**src/rtl/logip_pkg.sv**
```systemverilog
// Shared types and constants for the host-link UART transmitter.
// find_enabled picks the lowest enabled byte lane at or above a starting index.
package logip_pkg;

    typedef enum logic [1:0] {
        IDLE,
        START,
        DATA,
        STOP
    } tx_state_t;

    localparam int UART_DATA_BITS = 8;
    localparam int BYTES_PER_WORD = 4;

    // Returns {found, index}; lanes whose disable bit is set are skipped.
    function automatic logic [2:0] find_enabled(input logic [3:0] dis, input logic [2:0] lo);
        logic [2:0] r_res;
        r_res = 3'b000;
        for (int i = BYTES_PER_WORD - 1; i >= 0; i--) begin
            if (!dis[i] && (3'(i) >= lo)) begin
                r_res = {1'b1, 2'(i)};
            end
        end
        return r_res;
    endfunction

endpackage

```
**src/rtl/uart_tx_byte.sv**
```systemverilog
// Bit-level 8N1 serialiser for a single byte.
// done_o marks the last cycle of the stop bit so a following byte can start with no gap.
module uart_tx_byte
    import logip_pkg::*;
#(
    parameter int CLKS_PER_BIT = 868,
    parameter int CNT_W        = $clog2(CLKS_PER_BIT)
) (
    input  logic       clk_i,
    input  logic       rst_i,
    input  logic       start_i,
    input  logic [7:0] byte_i,
    output logic       busy_o,
    output logic       done_o,
    output logic       tx_o
);

    tx_state_t        r_state;
    logic [CNT_W-1:0] r_baud_cnt;
    logic [2:0]       r_bit_idx;
    logic [7:0]       r_shift;
    logic             r_tx;
    logic             w_bit_end;

    assign w_bit_end = (r_baud_cnt == CNT_W'(CLKS_PER_BIT - 1));

    always_ff @(posedge clk_i) begin
        if (rst_i) begin
            r_state    <= IDLE;
            r_baud_cnt <= '0;
            r_bit_idx  <= '0;
            r_shift    <= '0;
            r_tx       <= 1'b1;
        end else begin
            if (r_state != IDLE) begin
                r_baud_cnt <= w_bit_end ? '0 : r_baud_cnt + CNT_W'(1);
            end
            case (r_state)
                IDLE: begin
                    r_tx <= 1'b1;
                    if (start_i) begin
                        r_state <= START;
                        r_shift <= byte_i;
                        r_tx    <= 1'b0;
                    end
                end
                START: begin
                    if (w_bit_end) begin
                        r_state   <= DATA;
                        r_bit_idx <= '0;
                        r_tx      <= r_shift[0];
                    end
                end
                DATA: begin
                    if (w_bit_end) begin
                        if (r_bit_idx == 3'(UART_DATA_BITS - 1)) begin
                            r_state <= STOP;
                            r_tx    <= 1'b1;
                        end else begin
                            r_bit_idx <= r_bit_idx + 3'd1;
                            r_shift   <= {1'b0, r_shift[7:1]};
                            r_tx      <= r_shift[1];
                        end
                    end
                end
                STOP: begin
                    // A pending byte chains straight into its start bit.
                    if (w_bit_end) begin
                        if (start_i) begin
                            r_state <= START;
                            r_shift <= byte_i;
                            r_tx    <= 1'b0;
                        end else begin
                            r_state <= IDLE;
                        end
                    end
                end
                default: r_state <= IDLE;
            endcase
        end
    end

    assign busy_o = (r_state != IDLE);
    assign done_o = (r_state == STOP) && w_bit_end;
    assign tx_o   = r_tx;

endmodule

```
**src/rtl/uart_tx_word.sv**
```systemverilog
// Word-level UART transmitter: latches a 32-bit word and sends its enabled bytes LSB-first.
// Handshake: a word is accepted on any clock edge where stb_i=1 and rdy_o=1; otherwise stb_i is ignored.
module uart_tx_word
    import logip_pkg::*;
#(
    parameter int CLKS_PER_BIT = 868,
    parameter int CNT_W        = $clog2(CLKS_PER_BIT)
) (
    input  logic        clk_i,
    input  logic        rst_i,
    input  logic        stb_i,
    input  logic [31:0] data_i,
    input  logic [3:0]  grp_dis_i,
    output logic        rdy_o,
    output logic        tx_o
);

    logic [31:0] r_word;
    logic [3:0]  r_dis;
    logic [1:0]  r_idx;
    logic        r_rdy;
    logic        r_active;

    logic        w_accept;
    logic [2:0]  w_first;
    logic [2:0]  w_next;
    logic        w_start;
    logic [1:0]  w_sel_idx;
    logic [7:0]  w_byte;
    logic        w_busy;
    logic        w_done;
    logic        w_tx;

    assign w_accept  = stb_i && r_rdy;
    assign w_first   = find_enabled(grp_dis_i, 3'd0);
    assign w_next    = find_enabled(r_dis, {1'b0, r_idx} + 3'd1);
    // The first byte is taken straight from the inputs so its start bit follows the accept edge.
    assign w_start   = (w_accept && w_first[2]) || (r_active && w_done && w_next[2]);
    assign w_sel_idx = w_accept ? w_first[1:0] : w_next[1:0];
    assign w_byte    = w_accept ? data_i[{w_sel_idx, 3'b000} +: 8]
                                : r_word[{w_sel_idx, 3'b000} +: 8];

    always_ff @(posedge clk_i) begin
        if (rst_i) begin
            r_word   <= '0;
            r_dis    <= '0;
            r_idx    <= '0;
            r_rdy    <= 1'b1;
            r_active <= 1'b0;
        end else if (w_accept) begin
            r_word   <= data_i;
            r_dis    <= grp_dis_i;
            r_rdy    <= 1'b0;
            r_active <= w_first[2];
            r_idx    <= w_first[2] ? w_first[1:0] : 2'd0;
        end else if (r_active && w_done) begin
            if (w_next[2]) begin
                r_idx <= w_next[1:0];
            end else begin
                r_active <= 1'b0;
                r_rdy    <= 1'b1;
            end
        end else if (!r_active && !r_rdy && !w_busy) begin
            // Fully masked word: no frame, ready again after one cycle.
            r_rdy <= 1'b1;
        end
    end

    uart_tx_byte #(
        .CLKS_PER_BIT (CLKS_PER_BIT),
        .CNT_W        (CNT_W)
    ) u_byte (
        .clk_i   (clk_i),
        .rst_i   (rst_i),
        .start_i (w_start),
        .byte_i  (w_byte),
        .busy_o  (w_busy),
        .done_o  (w_done),
        .tx_o    (w_tx)
    );

    assign rdy_o = r_rdy;
    assign tx_o  = w_tx;

endmodule

```
**config.mk**
```make
export PLATFORM = sky130hd
export DESIGN_NAME = uart_tx_word
export DESIGN_NICKNAME = d
export VERILOG_FILES = /design/src/rtl/logip_pkg.sv /design/src/rtl/uart_tx_byte.sv /design/src/rtl/uart_tx_word.sv
export SDC_FILE = /design/constraint.sdc
export NUM_CORES = 1
export LEC_CHECK = 0
export ABC_AREA = 1
export CORE_AREA = 2 2 108 110
export DETAILED_ROUTE_END_ITERATION = 16
export DIE_AREA = 0 0 110 112
export GPL_TIMING_DRIVEN = 1
export SLEW_MARGIN = 20
export SYNTH_ARGS = -nofsm -noshare
export SYNTH_HDL_FRONTEND = slang
export SYNTH_SLANG_ARGS = --single-unit
```
**constraint.sdc**
```tcl
create_clock -name clk_i -period 4.2 [get_ports clk_i]
set_input_delay 0.42 -clock clk_i [delete_from_list [all_inputs] [get_ports clk_i]]
set_output_delay 0.42 -clock clk_i [all_outputs]
set_load 0.02 [all_outputs]
```
==> metrics <==
clk buf depth=2; Num Clock Sinks=63; post-synth top area share=0.383; post-DP HPWL=~5.2 mm; Syn-to-layout area delta=23.3%; IO Port Bufs=40; register area share after synthesis=0.383; DIE WIDTH=approximately 110 um; Yosys reg bits=between 60 and 70; Yosys Warn Count=0; antenna fix cells=0; DR vias=just under 3000; r2r setup slk=roughly 1.9 ns; Worst Tran Pin Value=approximately 0.53 ns; clock share of power=0.354; CTS tree=built; Overflow after GRT=0; worst r2r src=rdy_o$_SDFFE_PP1P_; clock-pin slew on the worst setup and hold paths=~0.050 ns; cell area power density=roughly 530 nW/um2; routability cong.=slightly above 0.8; die height=112 um; largest family of logic cells by synthesized area=simple AND/OR/NAND/NOR gates; worst min path class=flip-flop to flip-flop; fill count=between 1000 and 1500; Multi-input gate area=approximately 1700 um2; Synthesized Nets=~490; Cell variety after synth=42; f_max=0.415 GHz; hold path endpoint=r_dis[1]$_SDFFE_PP0P_; Place WS=1.42 ns; Clock Latency Late Sink=0.32 ns; Root Driver=clkbuf_16; CP arrival=about 2.7 ns; row count=39; largest net degree at the start of global routing=between 40 and 50; Initial Util=0.295; Max-cap violations=0; Top Ports=around 40; WL final=roughly 7.4 mm; leakage=between 1.5 and 2 nW; Post CTS Setup Buffer Count=0; storage element area=1260 um2; Reg power frac=0.347; Psw=slightly below 0.7 mW; CTS Hold Bufs=0; crit path max fanout=45; Req. time, crit path=approximately 4.5 ns; H-tree levels=3; r2r endpoint=u_byte.r_shift[6]$_SDFFE_PP0P_; vias per inst=roughly 4.6; status=finished clean; Final Cycle Share=0.574; Final WS setup=about 1.8 ns; Iter 0 DRT Violations=between 100 and 150; area of the die=roughly 12000 um2; Post-Synth XOR/XNOR Area=0.00532; cell taking the most area after synthesis=dfxtp_1; Synth Area in Adders=0.0266; Setup Skew=between 0.007 and 0.008 ns; final setup fails=0; Switching Fraction=0.323; RSZ-0062 raised after global routing=no; Syn Area/Cell=around 7.3 um2; Startpoint Class=primary input; Register-to-Register Path Depth=8; simple-gate area share of the yosys netlist=0.333; Synth Area in Compound Gates=0.153; Slew headroom=0.646; post-CTS sizing=0; Critical Setup Path Class=primary input to flip-flop; WL/cell=around 12 um; Post-Syn Instances=approximately 450; antenna violations before repair=0; Num CTS Buffers=9; setup TNS=0 ns; first-pass GRT wire length=about 13 mm; Tmin final=between 2 and 2.5 ns; nets=roughly 530; Hold Path Origin=r_dis[1]$_SDFFE_PP0P_; global-route usage over all layers=0.130; mapped cell area=around 3300 um2; Pins Over Slew Limit=0; worst-case vdd ir drop=approximately 180 uV; most frequent cells in the layout=nand2_1, dfxtp_1, nand3_1; layout cells sized above 1=0.132; multiplexer share of the synthesized area=0.0122; Worst Hold Depth=2; Internal=around 1.4 mW; Logic pwr share=0.300; Synth area leaders=dfxtp_1, nand2_1, nand3_1, a21oi_1, inv_1; DRC=0; Worst setup EP type=flip-flop; Worst Setup SP=stb_i; core area=between 10000 and 15000 um2; First-pass DRT Iterations=4; Post-DRT Antenna Nets=0; final hold violations=0; commonest non-fill, non-tap cell in the layout=nand2_1; vias in the first global route=2900
==> stage by stage <==
step                total power, mW   util  area [um2]  hold WS [ns]  cells
floorplan                      1.26      -        3290         0.430    448
global placement               1.38  0.336        3750         0.444    613
detailed placement             1.39  0.336        3750         0.448    613
CTS                            2.16  0.363        4060         0.456    628
global route                   2.29  0.363        4060         0.478    628
finish                         2.14  0.363        4060         0.456    628
==> routing by layer <==
layer	up-vias	GRT usage	part of all wire
met5	-	0	0
met4	0	0.0430	0.014
met3	10	0.0310	0.039
met1	1306	0.149	0.46
met2	43	0.231	0.48
li1	1529	-	-
==> power by group through the flow <==
stage / Clock (mW) / Sequential (mW) / Combinational, mW
2_1_floorplan: 0 / 0.746 / 0.516
3_3_place_gp: 0 / 0.749 / 0.627
3_5_place_dp: 0 / 0.753 / 0.642
4_1_cts: 0.771 / 0.741 / 0.647
5_1_grt: 0.804 / 0.752 / 0.739
6_report: 0.756 / 0.742 / 0.640
==> cell type report <==
cell class,instances,share of cell area
clock inverter,2,0.00956
tap,143,0.0441
multi-input combinational,325,0.430
clock buffer,13,0.0666
sequential,63,0.311
inverter,41,0.0385
timing repair buffer,41,0.100
==> sequential cells by signal, indices dropped and copies added (netlist names) <==
name	count
r_active	1
r_dis	3
r_idx	2
r_word	32
rdy_o	1
u_byte.r_baud_cnt	10
u_byte.r_bit_idx	3
u_byte.r_shift	8
u_byte.r_state	2
u_byte.tx_o	1
==> cells by family after synthesis <==
| group | after synthesis |
|---|---|
| fa+ha+maj | 7 |
| compound gates | 83 |
| flops | 63 |
| xor+xnor | 2 |
| buf+inv | 60 |
| simple gates | 229 |
| mux | 4 |
==> critical path, stage by stage <==
cell and delay, ns:
clkdlybuf4s50_1 0.52, nand2_4 0.31, inv_4 0.40, nand2_2 0.30, nand2_4 0.29, nand2_1 0.08, nand3_1 0.07, nand3_1 0.10
a21oi_2 0.15
==> synth_stat cells, drive strengths merged <==
master  instances
a211oi          5
a21oi          44
and3            1
buf            11
clkbuf          8
clkinv          1
dfxtp          63
ha              7
inv            40
mux2i           4
nand2         111
nand3          53
nand4           2
nor2           37
nor3            2
nor3b           2
o211ai          1
o21a           14
o21ai          18
o311ai          1
or2            21
xnor2           1
xor2            1
==> worst max path at each step <==
stage	end	slack, ns	depth (start not counted)
finish	u_byte.r_shift[6]$_SDFFE_PP0P_	1.79	9
global route	u_byte.r_shift[6]$_SDFFE_PP0P_	1.54	9
CTS	u_byte.r_shift[6]$_SDFFE_PP0P_	1.75	9
detailed placement	u_byte.r_shift[6]$_SDFFE_PP0P_	1.42	9
global placement	u_byte.r_shift[6]$_SDFFE_PP0P_	1.54	9
floorplan	u_byte.r_shift[1]$_SDFFE_PP0P_	2.53	8
No activity file was read; power rests on OpenSTA's default activity.
